`src/rtl/periph_intc.sv`:
```
// Peripheral interrupt arbiter: FRT/SCI/WDT level requests -> registered {level, vector}.
// Optional WDT source and its IPRA/VCRWDT registers are enabled by `PERIPH_INTC_WDT_EN.
module periph_intc (
    input  logic        CLK,
    input  logic        RST_N,
    input  logic        CE_R,
    input  logic        CE_F,
    input  logic        RES_N,
    input  logic        ICI_IRQ,
    input  logic        OCIA_IRQ,
    input  logic        OCIB_IRQ,
    input  logic        OVI_IRQ,
    input  logic        ERI_IRQ,
    input  logic        RXI_IRQ,
    input  logic        TXI_IRQ,
    input  logic        TEI_IRQ,
    input  logic        ITI_IRQ,
    input  logic [31:0] IBUS_A,
    input  logic [31:0] IBUS_DI,
    output logic [31:0] IBUS_DO,
    input  logic [3:0]  IBUS_BA,
    input  logic        IBUS_WE,
    input  logic        IBUS_REQ,
    output logic        IBUS_BUSY,
    output logic        IBUS_ACT,
    output logic [3:0]  INT_LVL,
    output logic [6:0]  INT_VEC,
    input  logic        INT_ACK
);

    localparam logic [15:0] IPRA_MASK = 16'h00F0;
    localparam logic [15:0] IPRB_MASK = 16'hFF00;
    localparam logic [15:0] VCR_MASK  = 16'h7F7F;
    localparam logic [15:0] VCRD_MASK = 16'h7F00;

    function automatic logic [15:0] wr_merge(input logic [15:0] old, input logic [15:0] wd,
                                             input logic [1:0] be, input logic [15:0] keep);
        logic [15:0] bm;
        bm = {{8{be[1]}}, {8{be[0]}}};
        return ((old & ~bm) | (wd & bm)) & keep;
    endfunction

    logic [15:0] ipra_q, vcrwdt_q, iprb_q, vcra_q, vcrb_q, vcrc_q, vcrd_q;
    logic        hi_page_s, frt_sci_hit_s, wdt_hit_s, sel_s, wr_s, iti_s;
    logic [6:0]  word_s;
    logic [15:0] wd_s, rd_s;
    logic [1:0]  be_s;
    logic [31:0] do_q;

    assign hi_page_s     = (IBUS_A[31:8] == 24'hFFFFFE);
    assign frt_sci_hit_s = hi_page_s && (IBUS_A[7:0] >= 8'h60) && (IBUS_A[7:0] <= 8'h69);
`ifdef PERIPH_INTC_WDT_EN
    assign wdt_hit_s     = hi_page_s && (IBUS_A[7:0] >= 8'hE2) && (IBUS_A[7:0] <= 8'hE5);
    assign iti_s         = ITI_IRQ;
`else
    assign wdt_hit_s     = 1'b0;
    assign iti_s         = 1'b0;
`endif
    assign sel_s  = IBUS_REQ && (frt_sci_hit_s || wdt_hit_s);
    assign wr_s   = sel_s && IBUS_WE && CE_R;
    assign word_s = IBUS_A[7:1];
    assign wd_s   = IBUS_A[1] ? IBUS_DI[15:0] : IBUS_DI[31:16];
    assign be_s   = IBUS_A[1] ? IBUS_BA[1:0] : IBUS_BA[3:2];

    wire unused_s = &{1'b0, IBUS_A[0], ITI_IRQ};

    // FRT/SCI priority and vector registers
    always_ff @(posedge CLK or negedge RST_N) begin
        if (!RST_N) begin
            iprb_q <= 16'h0000; vcra_q <= 16'h0000; vcrb_q <= 16'h0000;
            vcrc_q <= 16'h0000; vcrd_q <= 16'h0000;
        end else if (CE_R) begin
            if (!RES_N) begin
                iprb_q <= 16'h0000; vcra_q <= 16'h0000; vcrb_q <= 16'h0000;
                vcrc_q <= 16'h0000; vcrd_q <= 16'h0000;
            end else if (wr_s) begin
                case (word_s)
                    7'h30:   iprb_q <= wr_merge(iprb_q, wd_s, be_s, IPRB_MASK);
                    7'h31:   vcra_q <= wr_merge(vcra_q, wd_s, be_s, VCR_MASK);
                    7'h32:   vcrb_q <= wr_merge(vcrb_q, wd_s, be_s, VCR_MASK);
                    7'h33:   vcrc_q <= wr_merge(vcrc_q, wd_s, be_s, VCR_MASK);
                    7'h34:   vcrd_q <= wr_merge(vcrd_q, wd_s, be_s, VCRD_MASK);
                    default: ;
                endcase
            end
        end
    end

`ifdef PERIPH_INTC_WDT_EN
    // WDT priority and vector registers
    always_ff @(posedge CLK or negedge RST_N) begin
        if (!RST_N) begin
            ipra_q <= 16'h0000; vcrwdt_q <= 16'h0000;
        end else if (CE_R) begin
            if (!RES_N) begin
                ipra_q <= 16'h0000; vcrwdt_q <= 16'h0000;
            end else if (wr_s) begin
                case (word_s)
                    7'h71:   ipra_q   <= wr_merge(ipra_q, wd_s, be_s, IPRA_MASK);
                    7'h72:   vcrwdt_q <= wr_merge(vcrwdt_q, wd_s, be_s, VCR_MASK);
                    default: ;
                endcase
            end
        end
    end
`else
    assign ipra_q   = 16'h0000;
    assign vcrwdt_q = 16'h0000;
`endif

    // Read-back mux for the addressed register
    always_comb begin
        rd_s = 16'h0000;
        case (word_s)
            7'h30:   rd_s = iprb_q;
            7'h31:   rd_s = vcra_q;
            7'h32:   rd_s = vcrb_q;
            7'h33:   rd_s = vcrc_q;
            7'h34:   rd_s = vcrd_q;
            7'h71:   rd_s = ipra_q;
            7'h72:   rd_s = vcrwdt_q;
            default: rd_s = 16'h0000;
        endcase
    end

    // Read data register, updated on the falling-phase enable
    always_ff @(posedge CLK or negedge RST_N) begin
        if (!RST_N) begin
            do_q <= 32'h0000_0000;
        end else if (CE_F) begin
            if (!sel_s)         do_q <= 32'h0000_0000;
            else if (IBUS_A[1]) do_q <= {16'h0000, rd_s};
            else                do_q <= {rd_s, 16'h0000};
        end
    end

    assign IBUS_DO   = do_q;
    assign IBUS_BUSY = 1'b0;
    assign IBUS_ACT  = sel_s;

    // Source index order doubles as tie order: 0 = ITI (highest) ... 7 = OVI (lowest)
    logic [7:0]      req_s, s1_req_q;
    logic [7:0][3:0] lvl_s, s1_lvl_q;
    logic [7:0][6:0] vec_s, s1_vec_q;
    logic [3:0]      lvl_d, lvl_q;
    logic [6:0]      vec_d, vec_q;

    assign req_s = {OVI_IRQ, OCIA_IRQ | OCIB_IRQ, ICI_IRQ, TEI_IRQ, TXI_IRQ, RXI_IRQ, ERI_IRQ, iti_s};
    assign lvl_s = {{3{iprb_q[11:8]}}, {4{iprb_q[15:12]}}, ipra_q[7:4]};
    assign vec_s = {vcrd_q[14:8], vcrc_q[6:0], vcrc_q[14:8], vcrb_q[6:0],
                    vcrb_q[14:8], vcra_q[6:0], vcra_q[14:8], vcrwdt_q[14:8]};

    // Stage 1: sample requests with their level and vector
    always_ff @(posedge CLK or negedge RST_N) begin
        if (!RST_N) begin
            s1_req_q <= 8'h00; s1_lvl_q <= '0; s1_vec_q <= '0;
        end else if (CE_R) begin
            if (!RES_N) begin
                s1_req_q <= 8'h00; s1_lvl_q <= '0; s1_vec_q <= '0;
            end else begin
                s1_req_q <= req_s; s1_lvl_q <= lvl_s; s1_vec_q <= vec_s;
            end
        end
    end

    // Stage 2 select: scanning low-to-high priority with >= lets the earlier source win ties
    always_comb begin
        lvl_d = 4'h0;
        vec_d = 7'h00;
        for (int i = 7; i >= 0; i--) begin
            vec_d = (s1_req_q[i] && (s1_lvl_q[i] != 4'h0) && (s1_lvl_q[i] >= lvl_d)) ? s1_vec_q[i] : vec_d;
            lvl_d = (s1_req_q[i] && (s1_lvl_q[i] != 4'h0) && (s1_lvl_q[i] >= lvl_d)) ? s1_lvl_q[i] : lvl_d;
        end
    end

    // Stage 2: output pair, frozen while the CPU accepts the vector
    always_ff @(posedge CLK or negedge RST_N) begin
        if (!RST_N) begin
            lvl_q <= 4'h0; vec_q <= 7'h00;
        end else if (CE_R) begin
            if (!RES_N) begin
                lvl_q <= 4'h0; vec_q <= 7'h00;
            end else if (!INT_ACK) begin
                lvl_q <= lvl_d; vec_q <= vec_d;
            end
        end
    end

    assign INT_LVL = lvl_q;
    assign INT_VEC = vec_q;

endmodule
```
`config.mk`:
```
export PLATFORM = sky130hd
export DESIGN_NAME = periph_intc
export DESIGN_NICKNAME = d
export VERILOG_FILES = /design/src/rtl/periph_intc.sv
export SDC_FILE = /design/constraint.sdc
export NUM_CORES = 1
export LEC_CHECK = 0
export BUFFER_PORTS_ARGS = -buffer_cell sky130_fd_sc_hd__buf_2
export CAP_MARGIN = 5
export CORE_AREA = 5 5 142 144
export CTS_BUF_LIST = sky130_fd_sc_hd__clkbuf_4
export DETAILED_ROUTE_END_ITERATION = 8
export DIE_AREA = 0 0 147 149
export GPL_ROUTABILITY_DRIVEN = 0
export SETUP_SLACK_MARGIN = 0.4
export SLEW_MARGIN = 5
export SYNTH_ARGS = -nofsm -noshare
export SYNTH_HDL_FRONTEND = slang
export SYNTH_SLANG_ARGS = --single-unit
```
`constraint.sdc`:
```
create_clock -name CLK -period 10.7 [get_ports CLK]
set_input_delay 0 -clock CLK [delete_from_list [all_inputs] [get_ports CLK]]
set_output_delay 0 -clock CLK [all_outputs]
set_load 0.02 [all_outputs]
```
==> run_results.csv <==
group,metric,value,unit
outcome,status,"complete, no violations",
synthesis,synth_top_cell_area_share,50.3,%
layout,finalNetCount,1058,
die,die_area,21900,sq um
route,wl,23100,um
synthesis,ys_types,57,
cts,cts_root_buf,"clkbuf_4",
cts,cts_tree,"yes",
setup_path,cpPeakStageDelay,800,ps
route,drtIter0Drc,553,
layout,final_cells,1207,
synthesis,syn_avg_cell_area,9.88,sq um
die,core,18600,sq um
timing,finalWorstSetupSlack,1190,ps
timing,period_needed,9510,ps
cts,htreeDepth,4,
min_path,worstHoldStart,"IBUS_BA[3]",
route,avgViaCountPerCell,5.59,
timing,rsz0062_at_grt,"no",
setup_path,r2r_cells,36,
cts,cts.sinks,162,
setup_path,cp_data_arrival_time,9970,ps
die,initial_core_util,43.4,%
timing,setup_viol,0,
route,drtAntennaViolNets,0,
timing,whs,29.4,ps
timing,slew_viol_final,0,
die,io_pins,130,
layout,final_util,52.0,%
die,die_y,149,um
synthesis,synth_top_cell_by_area,"dfrtp_1",
place,dp_cells,1119,
timing,worst-slew-pin-transition,967,ps
route,wire_per_inst,19.1,um
layout,area_delta_synth_final,19.7,%
cts,clk_pin_slew,140,ps
cts,clock_path_buffers,2,
timing,setup-tns-final,0,ps
synthesis,yosysWarnings,0,
place,post-place-ws,1320,ps
die,num_rows,50,
synthesis,ys_seq_area_share,50.3,%
setup_path,reg2reg_slack,1190,ps
power_and_ir_drop,p_leak,4.24,nW
setup_path,end_kind,"register",
timing,slew-limit-headroom,35.5,%
global_routing,gr-usage-all-layers,21.7,%
setup_path,r2r_end,"INT_LVL[3]",
synthesis,synth-edff-count,0,
place,placed_area,8780,sq um
route,vias,6744,
setup_path,cp-start-kind,"register",
layout,final_layout_size_suffix_gt1_share,20.6,%
global_routing,grt_pass1_wl,37500,um
global_routing,grt_max_degree,106,
die,dieWidth,147,um
route,drc,0,
timing,fmax,0.105,GHz
setup_path,crit_top_cell,"ha_1",
synthesis,netlist_area,8060,sq um
synthesis,synthTopCellsByArea,"dfrtp_1 (50%), o2bb2ai_1 (6.2%), inv_1 (4.5%), nand3_1 (4.5%), o21ai_0 (4.3%)",
timing,period_share,88.8,%
setup_path,slowest_stage,"nor4_2",
synthesis,syn-instance-count,816,
synthesis,ys.flop_type,"dfrtp_1",
power_and_ir_drop,power,1.34,mW
timing,fin_skew,16.4,ps
global_routing,grt_pass1_vias,6744,
setup_path,crit_required,11170,ps
min_path,whs_endpoint,"iprb_q[15]",
cts,post-cts-setup-buffers,0,
flow_run,drv_cap,0,
min_path,holdPathStages,5,
power_and_ir_drop,ir_worst_vdd,73.4,uV
layout,design_area,9660,sq um
cts,insertion_delay,580,ps
place,hpwlAfterDp,15700,um
synthesis,async_reset_ff_share,100,%
setup_path,r2r_start,"s1_lvl_q[22]",
global_routing,gr-total-overflow,0,
setup_path,cp_max_fo,18,
place,port_buffers,122,
timing,hold_violations,0,
layout,final_common_cell,"dfrtp_1",
synthesis,ys_ff_latch,162,
power_and_ir_drop,p_per_area,139,nW/um^2
global_routing,antenna_found_initial,1,
min_path,min_path_type,"input pin to register",
route,detail_route.first_pass.iterations,5,
layout,layout_common_cells,"dfrtp_1 (162), buf_2 (120), inv_1 (97)",
setup_path,path_class,"register to register",
cts,cts_inserted_buffers,17,
==> worst max path at each step <==
| stage | startpoint | end | slack [ps] |
|---|---|---|---|
| floorplan | s1_lvl_q[22] | INT_LVL[3] | 2580 |
| global placement | s1_lvl_q[22] | INT_LVL[3] | 1380 |
| detailed placement | s1_lvl_q[22] | INT_LVL[3] | 1320 |
| CTS | s1_lvl_q[22] | INT_LVL[3] | 1220 |
| global route | s1_lvl_q[22] | INT_LVL[3] | 420 |
| finish | s1_lvl_q[22] | INT_LVL[3] | 1190 |
==> state kept, by name (all words and copies together) (netlist names) <==
signal    cells
s1_req_q      7
vcrb_q       14
vcrc_q       14
s1_lvl_q      8
INT_VEC       7
iprb_q        8
s1_vec_q     49
INT_LVL       4
IBUS_DO      30
vcrd_q        7
vcra_q       14
==> critical path: cells and delay by family (launching register included) <==
family	cells	cell delay [ps]
DFF	1	480
buffers and inverters	1	280
and+or+nand+nor	13	2670
adders and majority gates	5	1330
muxes	2	730
AOI/OAI and AO/OA	15	3910
==> power by group <==
| group | total [mW] | internal, mW | switching (mW) | leakage [nW] |
|---|---|---|---|---|
| registers | 0.705 | 0.660 | 0.0455 | 2.21 |
| logic | 0.218 | 0.0979 | 0.120 | 1.86 |
| clock network | 0.419 | 0.170 | 0.249 | 0.173 |
==> cells by family (layout without fill, tap and decap cells) <==
family	after synthesis	in the layout	synth area share [%]
buffers and inverters	158	312	7.59
adders and majority gates	15	15	2.31
AOI/OAI and AO/OA	240	240	20.6
muxes	44	44	6.94
and+or+nand+nor	196	196	12.2
other	1	4	0.0465
DFF	162	162	50.3
==> per-layer routing <==
| metal | global-route usage, % | share of wire, % | routed length (um) | up-vias |
|---|---|---|---|---|
| met3 | 4.01 | 5.5 | 1280 | 26 |
| met5 | 0 | 0 | 0 | - |
| met1 | 29.6 | 44 | 10200 | 3309 |
| li1 | - | - | - | 3214 |
| met4 | 6.10 | 1.8 | 413 | 0 |
| met2 | 35.6 | 49 | 11200 | 195 |
==> synth_stat cells (8+ instances only) <==
cell	count
a21oi_1	25
a22oi_1	8
clkbuf_1	50
dfrtp_1	162
ha_1	14
inv_1	97
mux2_2	23
mux2i_1	12
nand2_1	46
nand2b_1	13
nand3_1	72
nand4_1	10
nor2_1	20
nor3_1	14
o21ai_0	69
o21ai_1	9
o22ai_1	29
o2bb2ai_1	57
==> final cells by class <==
type,count,area [sq um]
sequential,162,4050
multi-input combinational,498,3410
inverter,98,368
fill,1724,8920
tap,234,293
antenna,1,2.50
clock inverter,15,198
timing repair buffer,182,1210
clock buffer,17,128
==> repair_timing <==
item / CTS / global route
resized for setup: 0 / 0
hold endpoints to repair: 220 / 0
hold buffers: 55 / 0
endpoints found under the setup margin: 0 / 0
Note: power is estimated with default switching activity, not from simulation.
